===== config.mk =====
export PLATFORM = sky130hd
export DESIGN_NAME = approx_adder_error_monitor
export DESIGN_NICKNAME = d
export VERILOG_FILES = /design/src/rtl/approx_adder_error_monitor.sv
export SDC_FILE = /design/constraint.sdc
export NUM_CORES = 1
export LEC_CHECK = 0
export BUFFER_PORTS_ARGS = -buffer_cell sky130_fd_sc_hd__buf_2
export CORE_MARGIN = 2
export CORE_UTILIZATION = 53
export CTS_BUF_LIST = sky130_fd_sc_hd__clkbuf_8
export CTS_CLUSTER_DIAMETER = 30
export DETAILED_ROUTE_END_ITERATION = 6
export GPL_TIMING_DRIVEN = 0
export MAX_ROUTING_LAYER = met4
export PLACE_DENSITY = 0.78
export REMOVE_ABC_BUFFERS = 1
export SLEW_MARGIN = 20
export SYNTH_ARGS = -nofsm -noshare
export SYNTH_HDL_FRONTEND = slang
export SYNTH_SLANG_ARGS = --single-unit

===== constraint.sdc =====
create_clock -name clk -period 5 [get_ports clk]
set_clock_uncertainty 0.15 [all_clocks]
set_input_delay 0.25 -clock clk [delete_from_list [all_inputs] [get_ports clk]]
set_output_delay 0.25 -clock clk [all_outputs]
set_load 0.05 [all_outputs]

===== src/rtl/approx_adder_error_monitor.sv =====
// Sweeps every {a,b} pair into an external approximate adder and accumulates error metrics.
// Latency: done pulses 2^(2*WIDTH)+PIPE+1 cycles after start; no backpressure, start ignored unless idle.
module approx_adder_error_monitor #(
    parameter int WIDTH = 8,
    parameter int PIPE  = 1
) (
    input  logic                 clk,
    input  logic                 rst_n,
    input  logic                 start,
    output logic [WIDTH-1:0]     op_a,
    output logic [WIDTH-1:0]     op_b,
    input  logic [WIDTH:0]       dut_sum,
    output logic                 busy,
    output logic                 done,
    output logic [2*WIDTH:0]     err_count,
    output logic [3*WIDTH:0]     sum_ed,
    output logic [WIDTH:0]       max_ed,
    output logic [WIDTH-1:0]     worst_a,
    output logic [WIDTH-1:0]     worst_b
);

    localparam int PW = 2 * WIDTH;
    localparam logic [1:0]      DRAIN_LAST = (PIPE > 0) ? 2'(PIPE - 1) : 2'd0;
    localparam logic [PW-1:0]   PAIR_ONE   = 1;
    localparam logic [2*WIDTH:0] ERR_ONE   = 1;

    typedef enum logic [1:0] {
        S_IDLE,
        S_SWEEP,
        S_DRAIN,
        S_DONE
    } state_e;

    state_e             state_q, state_d;
    logic [PW-1:0]      pair_q, pair_d;
    logic [1:0]         drain_q, drain_d;
    logic               busy_q, busy_d;
    logic               done_q, done_d;
    logic [2*WIDTH:0]   err_q, err_d;
    logic [3*WIDTH:0]   sum_q, sum_d;
    logic [WIDTH:0]     max_q, max_d;
    logic [WIDTH-1:0]   worst_a_q, worst_a_d;
    logic [WIDTH-1:0]   worst_b_q, worst_b_d;

    logic               cap_vld;
    logic [WIDTH-1:0]   cap_a, cap_b;
    logic [WIDTH:0]     exact, ed;
    logic               cap_en;

    // Operands are re-timed to line up with the adder's result latency.
    generate
        if (PIPE == 0) begin : g_comb
            assign cap_vld = (state_q == S_SWEEP);
            assign cap_a   = pair_q[PW-1:WIDTH];
            assign cap_b   = pair_q[WIDTH-1:0];
        end else begin : g_chain
            logic [PIPE-1:0]  vld_q, vld_d;
            logic [WIDTH-1:0] a_q [PIPE];
            logic [WIDTH-1:0] a_d [PIPE];
            logic [WIDTH-1:0] b_q [PIPE];
            logic [WIDTH-1:0] b_d [PIPE];

            always_comb begin
                vld_d[0] = (state_q == S_SWEEP);
                a_d[0]   = pair_q[PW-1:WIDTH];
                b_d[0]   = pair_q[WIDTH-1:0];
                for (int i = 1; i < PIPE; i++) begin
                    vld_d[i] = vld_q[i-1];
                    a_d[i]   = a_q[i-1];
                    b_d[i]   = b_q[i-1];
                end
            end

            always_ff @(posedge clk) begin
                if (!rst_n) begin
                    vld_q <= '0;
                    for (int i = 0; i < PIPE; i++) begin
                        a_q[i] <= '0;
                        b_q[i] <= '0;
                    end
                end else begin
                    vld_q <= vld_d;
                    for (int i = 0; i < PIPE; i++) begin
                        a_q[i] <= a_d[i];
                        b_q[i] <= b_d[i];
                    end
                end
            end

            assign cap_vld = vld_q[PIPE-1];
            assign cap_a   = a_q[PIPE-1];
            assign cap_b   = b_q[PIPE-1];
        end
    endgenerate

    assign exact  = {1'b0, cap_a} + {1'b0, cap_b};
    assign ed     = (exact >= dut_sum) ? (exact - dut_sum) : (dut_sum - exact);
    assign cap_en = cap_vld && ((state_q == S_SWEEP) || (state_q == S_DRAIN));

    always_comb begin
        state_d   = state_q;
        pair_d    = pair_q;
        drain_d   = drain_q;
        err_d     = err_q;
        sum_d     = sum_q;
        max_d     = max_q;
        worst_a_d = worst_a_q;
        worst_b_d = worst_b_q;

        case (state_q)
            S_IDLE: begin
                if (start) begin
                    state_d   = S_SWEEP;
                    pair_d    = '0;
                    err_d     = '0;
                    sum_d     = '0;
                    max_d     = '0;
                    worst_a_d = '0;
                    worst_b_d = '0;
                end
            end
            S_SWEEP: begin
                if (pair_q == '1) begin
                    drain_d = 2'd0;
                    state_d = (PIPE == 0) ? S_DONE : S_DRAIN;
                end else begin
                    pair_d = pair_q + PAIR_ONE;
                end
            end
            S_DRAIN: begin
                if (drain_q == DRAIN_LAST) begin
                    state_d = S_DONE;
                end else begin
                    drain_d = drain_q + 2'd1;
                end
            end
            default: begin
                state_d = S_IDLE;
                pair_d  = '0;
            end
        endcase

        if (cap_en) begin
            if (ed != '0) begin
                err_d = err_q + ERR_ONE;
            end
            sum_d = sum_q + {{(2*WIDTH){1'b0}}, ed};
            // Strict compare: ties keep the earliest pair in sweep order.
            if (ed > max_q) begin
                max_d     = ed;
                worst_a_d = cap_a;
                worst_b_d = cap_b;
            end
        end

        busy_d = (state_d == S_SWEEP) || (state_d == S_DRAIN);
        done_d = (state_d == S_DONE);
    end

    always_ff @(posedge clk) begin
        if (!rst_n) begin
            state_q   <= S_IDLE;
            pair_q    <= '0;
            drain_q   <= '0;
            busy_q    <= 1'b0;
            done_q    <= 1'b0;
            err_q     <= '0;
            sum_q     <= '0;
            max_q     <= '0;
            worst_a_q <= '0;
            worst_b_q <= '0;
        end else begin
            state_q   <= state_d;
            pair_q    <= pair_d;
            drain_q   <= drain_d;
            busy_q    <= busy_d;
            done_q    <= done_d;
            err_q     <= err_d;
            sum_q     <= sum_d;
            max_q     <= max_d;
            worst_a_q <= worst_a_d;
            worst_b_q <= worst_b_d;
        end
    end

    assign op_a      = pair_q[PW-1:WIDTH];
    assign op_b      = pair_q[WIDTH-1:0];
    assign busy      = busy_q;
    assign done      = done_q;
    assign err_count = err_q;
    assign sum_ed    = sum_q;
    assign max_ed    = max_q;
    assign worst_a   = worst_a_q;
    assign worst_b   = worst_b_q;

endmodule


# Yosys cells after proc, flatten, opt, wreduce, memory -nomap -nowiden
# Memories as Yosys holds them, arrays and structs flattened.
# Index checks and enable logic that the tools add are counted.
[totals]
ram_bits = 16
mem_count = 2
regBits = 90
inputBits = 12
[op_classes]
add_sub_neg = 7
eq_ne = 10
magnitude_cmp = 2
bitwise = 1
n_mux = 36
reduce_logical = 14
[memory_table]
columns = ["name", "words", "width", "read_ports", "rd_ports_with_merged_regs", "wr", "line_no", "source"]
rows = [
  ["g_chain.a_q", 1, 8, 1, 0, 1, "58", "logic [WIDTH-1:0] a_q [PIPE];"],
  ["g_chain.b_q", 1, 8, 1, 0, 1, "60", "logic [WIDTH-1:0] b_q [PIPE];"],
]
[ops]
columns = ["op", "count"]
rows = [
  ["two-way mux 8 bit", 10],
  ["two-way mux 25 bit", 3],
  ["two-way mux 17 bit", 4],
  ["one-hot mux 16 bit (3 select lines)", 1],
  ["two-way mux 9 bit", 5],
  ["two-way mux 16 bit", 2],
  ["adder 25 x 9 -> 25 bit", 1],
  ["subtractor 9 bit", 2],
  ["adder 17 x 1 -> 17 bit, second input constant", 1],
  ["adder 16 x 1 -> 16 bit, second input constant", 1],
  ["== test 16 bit, second input constant", 1],
  ["OR reduction 8 bit", 2],
  ["two-way mux 2 bit", 5],
  ["adder 8 x 8 -> 9 bit", 1],
  [">= comparator 9 bit", 1],
  ["> comparator 9 bit", 1],
  ["nonzero test 9 bit", 1],
  ["== test 2 bit, second input constant", 3],
  ["inequality test 2 bit, second input constant", 3],
  ["one-hot mux 2 bit (3 select lines)", 1],
  ["AND reduction 3 bit", 2],
  ["nonzero test 2 bit", 3],
  ["== test 2 x 1 -> 1 bit, second input constant", 2],
  ["logical NOT 2 bit", 2],
  ["other kinds (8)", 12],
]

# Logic depth before layout (Yosys ltp)
[logic_depth]
word_depth = 6
ltp_mapped = 27
ltp_nobuf = 26

# Worst setup path after synthesis
# Ideal clock, no wire load.
[synth_timing]
kind = "register to register"
start = "mem g_chain.a_q[0][0]"
end = "reg max_q[8] (netlist: max_ed[8])"
setup_time_ps = 71
n_path_buf = 2
t_arrival_ps = 5311
stages_incl_launch_ff = 27
period_less_slack_ps = 5532
slack_ps = -532
required_time_ps = 4779
path_cell_list = "dfxtp_1 > ha_1 > fa_1 > a21o_1 > a21oi_1 > o21bai_1 > a21oi_1 > nor2b_1 > o21ai_0 > nand2b_1 > ha_1 > a21oi_1 > o21ai_1 > a41o_1 > buf_6 > nor2_4 > mux2i_1 > ha_1 > nor2b_1 > o21a_1 > o21a_1 > o21ai_0 > a21oi_1 > o41ai_2 > clkbuf_1 > nand3_1 > a21oi_1"
[synth_rtl]
columns = ["item", "line_no", "source"]
rows = [
  ["start, declared", "58", ""],
  ["end signal, assigned", "180", "max_q <= max_d;"],
  ["end, declared", "41", "logic [WIDTH:0] max_q, max_d;"],
]

==> results.json <==
{
  "crit_path_from": "g_chain.a_q[0][0]",
  "power.net_switching_mw": 0.482,
  "clock_tree_from_tritoncts": "yes",
  "holdCritPathClass": "input port to flip-flop",
  "failing_checks": "negative setup slack",
  "clockPowerShare_pct": 31.4,
  "worst_slew_pin_slew_ps": 1030,
  "post_route_setup_slack_ps": -335,
  "clockRootBuffer": "sky130_fd_sc_hd__clkbuf_8",
  "dpl.cell_count": 940,
  "r2r-end": "max_ed[0]",
  "overflow": 0,
  "gp_routability_congestion": 0.921,
  "grt_antenna_before_repair": 0,
  "synth_top_cell_area_share_pct": 34.5,
  "yosysWarningCount": 0,
  "port_buffers": 96,
  "combinationalPowerShare_pct": 16.5,
  "first_global_vias": 5670,
  "final_net_count": 924,
  "worst_ep_required_time_ps": 5110,
  "routed_wirelength_um": 17800,
  "cap_viol_max_count": 0,
  "cts_inserted_buffers": 9,
  "hpwlAfterDp_um": 11000,
  "groute.usage.overall_pct": 27.1,
  "synth-seq-cells": 106,
  "cts_num_sinks": 106,
  "setup_repair_after_global_routing_missed_its_margin": "yes",
  "reg2reg_from": "g_chain.a_q[0][0]",
  "ant_nets": 0,
  "layout.cells.most_common": "sky130_fd_sc_hd__dfxtp_1",
  "static-leakage-power_nw": 3.44,
  "postSynth.asyncResetShare_pct": 0,
  "ys_dominant_reg_cell": "sky130_fd_sc_hd__dfxtp_1",
  "timing.slew.headroom_pct": 31.3,
  "worst_setup_hold_path_clk_slew_ps": 120,
  "yosysUniqueCellTypes": 68,
  "power_density_nw_per_um2": 201,
  "drt_first_pass_iters": 6,
  "route.detailed.drc": 0,
  "endpoint_class_of_the_critical_path": "flip-flop",
  "ctsLongestPathBuffers": 2,
  "fin_util_pct": 71.7,
  "critical_path.endpoint": "max_ed[0]",
  "synthTopCellsByArea": "sky130_fd_sc_hd__dfxtp_1, sky130_fd_sc_hd__ha_1, sky130_fd_sc_hd__nand3_1",
  "insertion_delay_to_the_later_sink_of_the_worst_skew_pair_ps": 390,
  "syn-cell-area_um2": 6150,
  "worstRegToRegCells": 27,
  "switching_share_pct": 29.3,
  "seq_power_share_pct": 52.1,
  "grt_pass1_wl_um": 27200,
  "routed_via_density": 6.04,
  "fin_setup_tns_ps": -11560,
  "postSynthCellCount": 719,
  "stdcell_area_um2": 8150,
  "syn_area_per_cell_um2": 8.55,
  "cp_data_arrival_time_ps": 5440,
  "placement.cell_area_um2": 6780,
  "final-hold-violation-count": 0,
  "setup-violations-final": 53,
  "drv_slew": 0,
  "post-route-period-util_pct": 107,
  "dieHeight_um": 112,
  "timing_worst_setup_path_type": "flip-flop to flip-flop",
  "reg2reg_slack_ps": -340,
  "post_synth_edffs": 0,
  "leading_cell_types_in_the_layout_fill_and_taps_excluded": "sky130_fd_sc_hd__dfxtp_1, sky130_fd_sc_hd__buf_2, sky130_fd_sc_hd__nand2_1",
  "status": "complete, but fails checks",
  "antennaDiodeCount": 0,
  "synth_seq_area_share_pct": 34.5,
  "drive_above_1_share_pct": 36.0,
  "maximum_number_of_pins_on_one_net_before_global_route_repair": 33,
  "wire_per_inst_um": 17.7,
  "io-pin-count": 97,
  "achievable-frequency_mhz": 187,
  "worstPathMaxFanout": 5,
  "layout_area_growth_over_synthesis_pct": 32.7,
  "synth_largest_area_cell": "sky130_fd_sc_hd__dfxtp_1",
  "layout_min_cycle_time_ps": 5340,
  "die-width_um": 112,
  "cts.htree.levels": 3,
  "max-vdd-ir-drop_uv": 163,
  "int_pwr_mw": 1.16,
  "routed-via-count": 6047,
  "final_cell_count_no_fill": 1001,
  "fp-row-count": 39,
  "floorplan.initialDensity_pct": 54.1,
  "critical_path_start_type": "flip-flop",
  "die_area_um2": 12500,
  "post_cts_hold_buffer_count": 0,
  "drt-initial-drc-count": 497,
  "fp.coreArea_um2": 11400
}
-- kinds of logic after synthesis --
family	synth area share (%)
AO/OA/AOI/OAI	19.4
multiplexers	1.49
XOR/XNOR	3.99
AND/OR/NAND/NOR	23.4
adder cells (fa/ha/maj)	12.5
buffers and inverters	4.74
flip-flops	34.5
-- cell usage after synthesis (4+ instances only) --
master	count
sky130_fd_sc_hd__a211oi_1	5
sky130_fd_sc_hd__nor3_1	8
sky130_fd_sc_hd__fa_1	4
sky130_fd_sc_hd__o21a_1	7
sky130_fd_sc_hd__nand2b_1	8
sky130_fd_sc_hd__nand2_1	70
sky130_fd_sc_hd__o31ai_1	12
sky130_fd_sc_hd__o21ai_0	10
sky130_fd_sc_hd__nand3_1	57
sky130_fd_sc_hd__mux2i_1	8
sky130_fd_sc_hd__inv_1	48
sky130_fd_sc_hd__and2_1	24
sky130_fd_sc_hd__xor2_1	18
sky130_fd_sc_hd__xnor2_1	10
sky130_fd_sc_hd__nor2_1	49
sky130_fd_sc_hd__o311ai_0	4
sky130_fd_sc_hd__a21o_1	13
sky130_fd_sc_hd__clkbuf_1	16
sky130_fd_sc_hd__nand4_1	8
sky130_fd_sc_hd__or3_1	8
sky130_fd_sc_hd__ha_1	55
sky130_fd_sc_hd__a22oi_1	12
sky130_fd_sc_hd__and3_1	20
sky130_fd_sc_hd__o21bai_1	6
sky130_fd_sc_hd__a21oi_1	54
sky130_fd_sc_hd__a221o_1	11
sky130_fd_sc_hd__nor2b_1	9
sky130_fd_sc_hd__dfxtp_1	106
-- power by group through the flow --
stage / logic, mW / registers [mW] / clock network (mW)
3_5_place_dp: 0.187 / 0.874 / 0
3_3_place_gp: 0.175 / 0.873 / 0
6_report: 0.271 / 0.855 / 0.515
2_1_floorplan: 0.119 / 0.886 / 0
5_1_grt: 0.290 / 0.856 / 0.547
4_1_cts: 0.236 / 0.855 / 0.518
-- registers in the layout (all words and copies together) (netlist names) --
register / cells
max_ed: 9
state_q: 2
cap_vld: 1
done: 1
worst_b: 8
sum_ed: 25
worst_a: 8
drain_q: 2
g_chain.b_q: 8
g_chain.a_q: 8
err_count: 17
busy: 1
pair_q: 16
-- critical path: stages (launching register included) --
cell,delay [ps]
sky130_fd_sc_hd__dfxtp_2,360
sky130_fd_sc_hd__ha_4,160
sky130_fd_sc_hd__fa_2,350
sky130_fd_sc_hd__a21o_1,200
sky130_fd_sc_hd__a21oi_2,200
sky130_fd_sc_hd__o21bai_1,120
sky130_fd_sc_hd__a21oi_2,180
sky130_fd_sc_hd__nor2b_1,70
sky130_fd_sc_hd__o21ai_1,120
sky130_fd_sc_hd__nand2b_1,110
sky130_fd_sc_hd__ha_4,280
sky130_fd_sc_hd__a21oi_4,150
sky130_fd_sc_hd__o21ai_4,100
sky130_fd_sc_hd__a41o_4,290
sky130_fd_sc_hd__nor2_4,160
sky130_fd_sc_hd__mux2i_4,340
sky130_fd_sc_hd__ha_4,250
sky130_fd_sc_hd__nor2b_4,120
sky130_fd_sc_hd__o21a_1,170
sky130_fd_sc_hd__o21a_1,180
sky130_fd_sc_hd__o21ai_2,170
sky130_fd_sc_hd__a21oi_4,120
sky130_fd_sc_hd__o41ai_4,250
sky130_fd_sc_hd__buf_4,180
sky130_fd_sc_hd__buf_6,130
sky130_fd_sc_hd__nor2_4,40
sky130_fd_sc_hd__a31oi_2,180
sky130_fd_sc_hd__nor2_1,60
-- per-layer routing --
| layer | up-vias | track usage, % | wire length (µm) |
|---|---|---|---|
| met5 | - | - | 0 |
| met4 | 0 | 10.1 | 575 |
| met3 | 55 | 5.06 | 1030 |
| met2 | 231 | 43.9 | 8620 |
| met1 | 2916 | 33.8 | 7520 |
| li1 | 2845 | - | - |
-- per-stage QoR --
stage | setup WS (ps) | power, mW | hold slack [ps]
final | -335 | 1.64 | 221
after global routing | -480 | 1.69 | 258
after CTS | -112 | 1.61 | 198
after detailed placement | -1320 | 1.06 | 305
after global placement | -2100 | 1.05 | 299
after floorplan | -1050 | 1.01 | 212
-- final cells by class --
type | instances | area, µm²
multi-input combinational | 546 | 4560
clock inverter | 5 | 36.3
sequential | 106 | 2130
timing repair buffer | 142 | 917
fill | 805 | 3220
tap | 143 | 179
inverter | 48 | 180
clock buffer | 11 | 151
-- worst min-delay path by stage --
stage,start,endpoint,slack (ps),depth (start not counted)
3_3_place_gp,g_chain.a_q[0][2],worst_a[2],300,2
5_1_grt,rst_n,state_q[1],260,2
6_report,rst_n,sum_ed[23],220,3
2_1_floorplan,rst_n,g_chain.b_q[0][1],210,2
4_1_cts,start,err_count[2],200,4
3_5_place_dp,g_chain.a_q[0][2],worst_a[2],300,2
-- timing repair --
action,4_1_cts,5_1_grt
resized for setup,98,73
buffers inserted,30,14
gates cloned,4,1
pin swaps,61,59
hold endpoints to repair,0,0
setup endpoints to repair,62,58
Power figures use the tool's default switching activity.
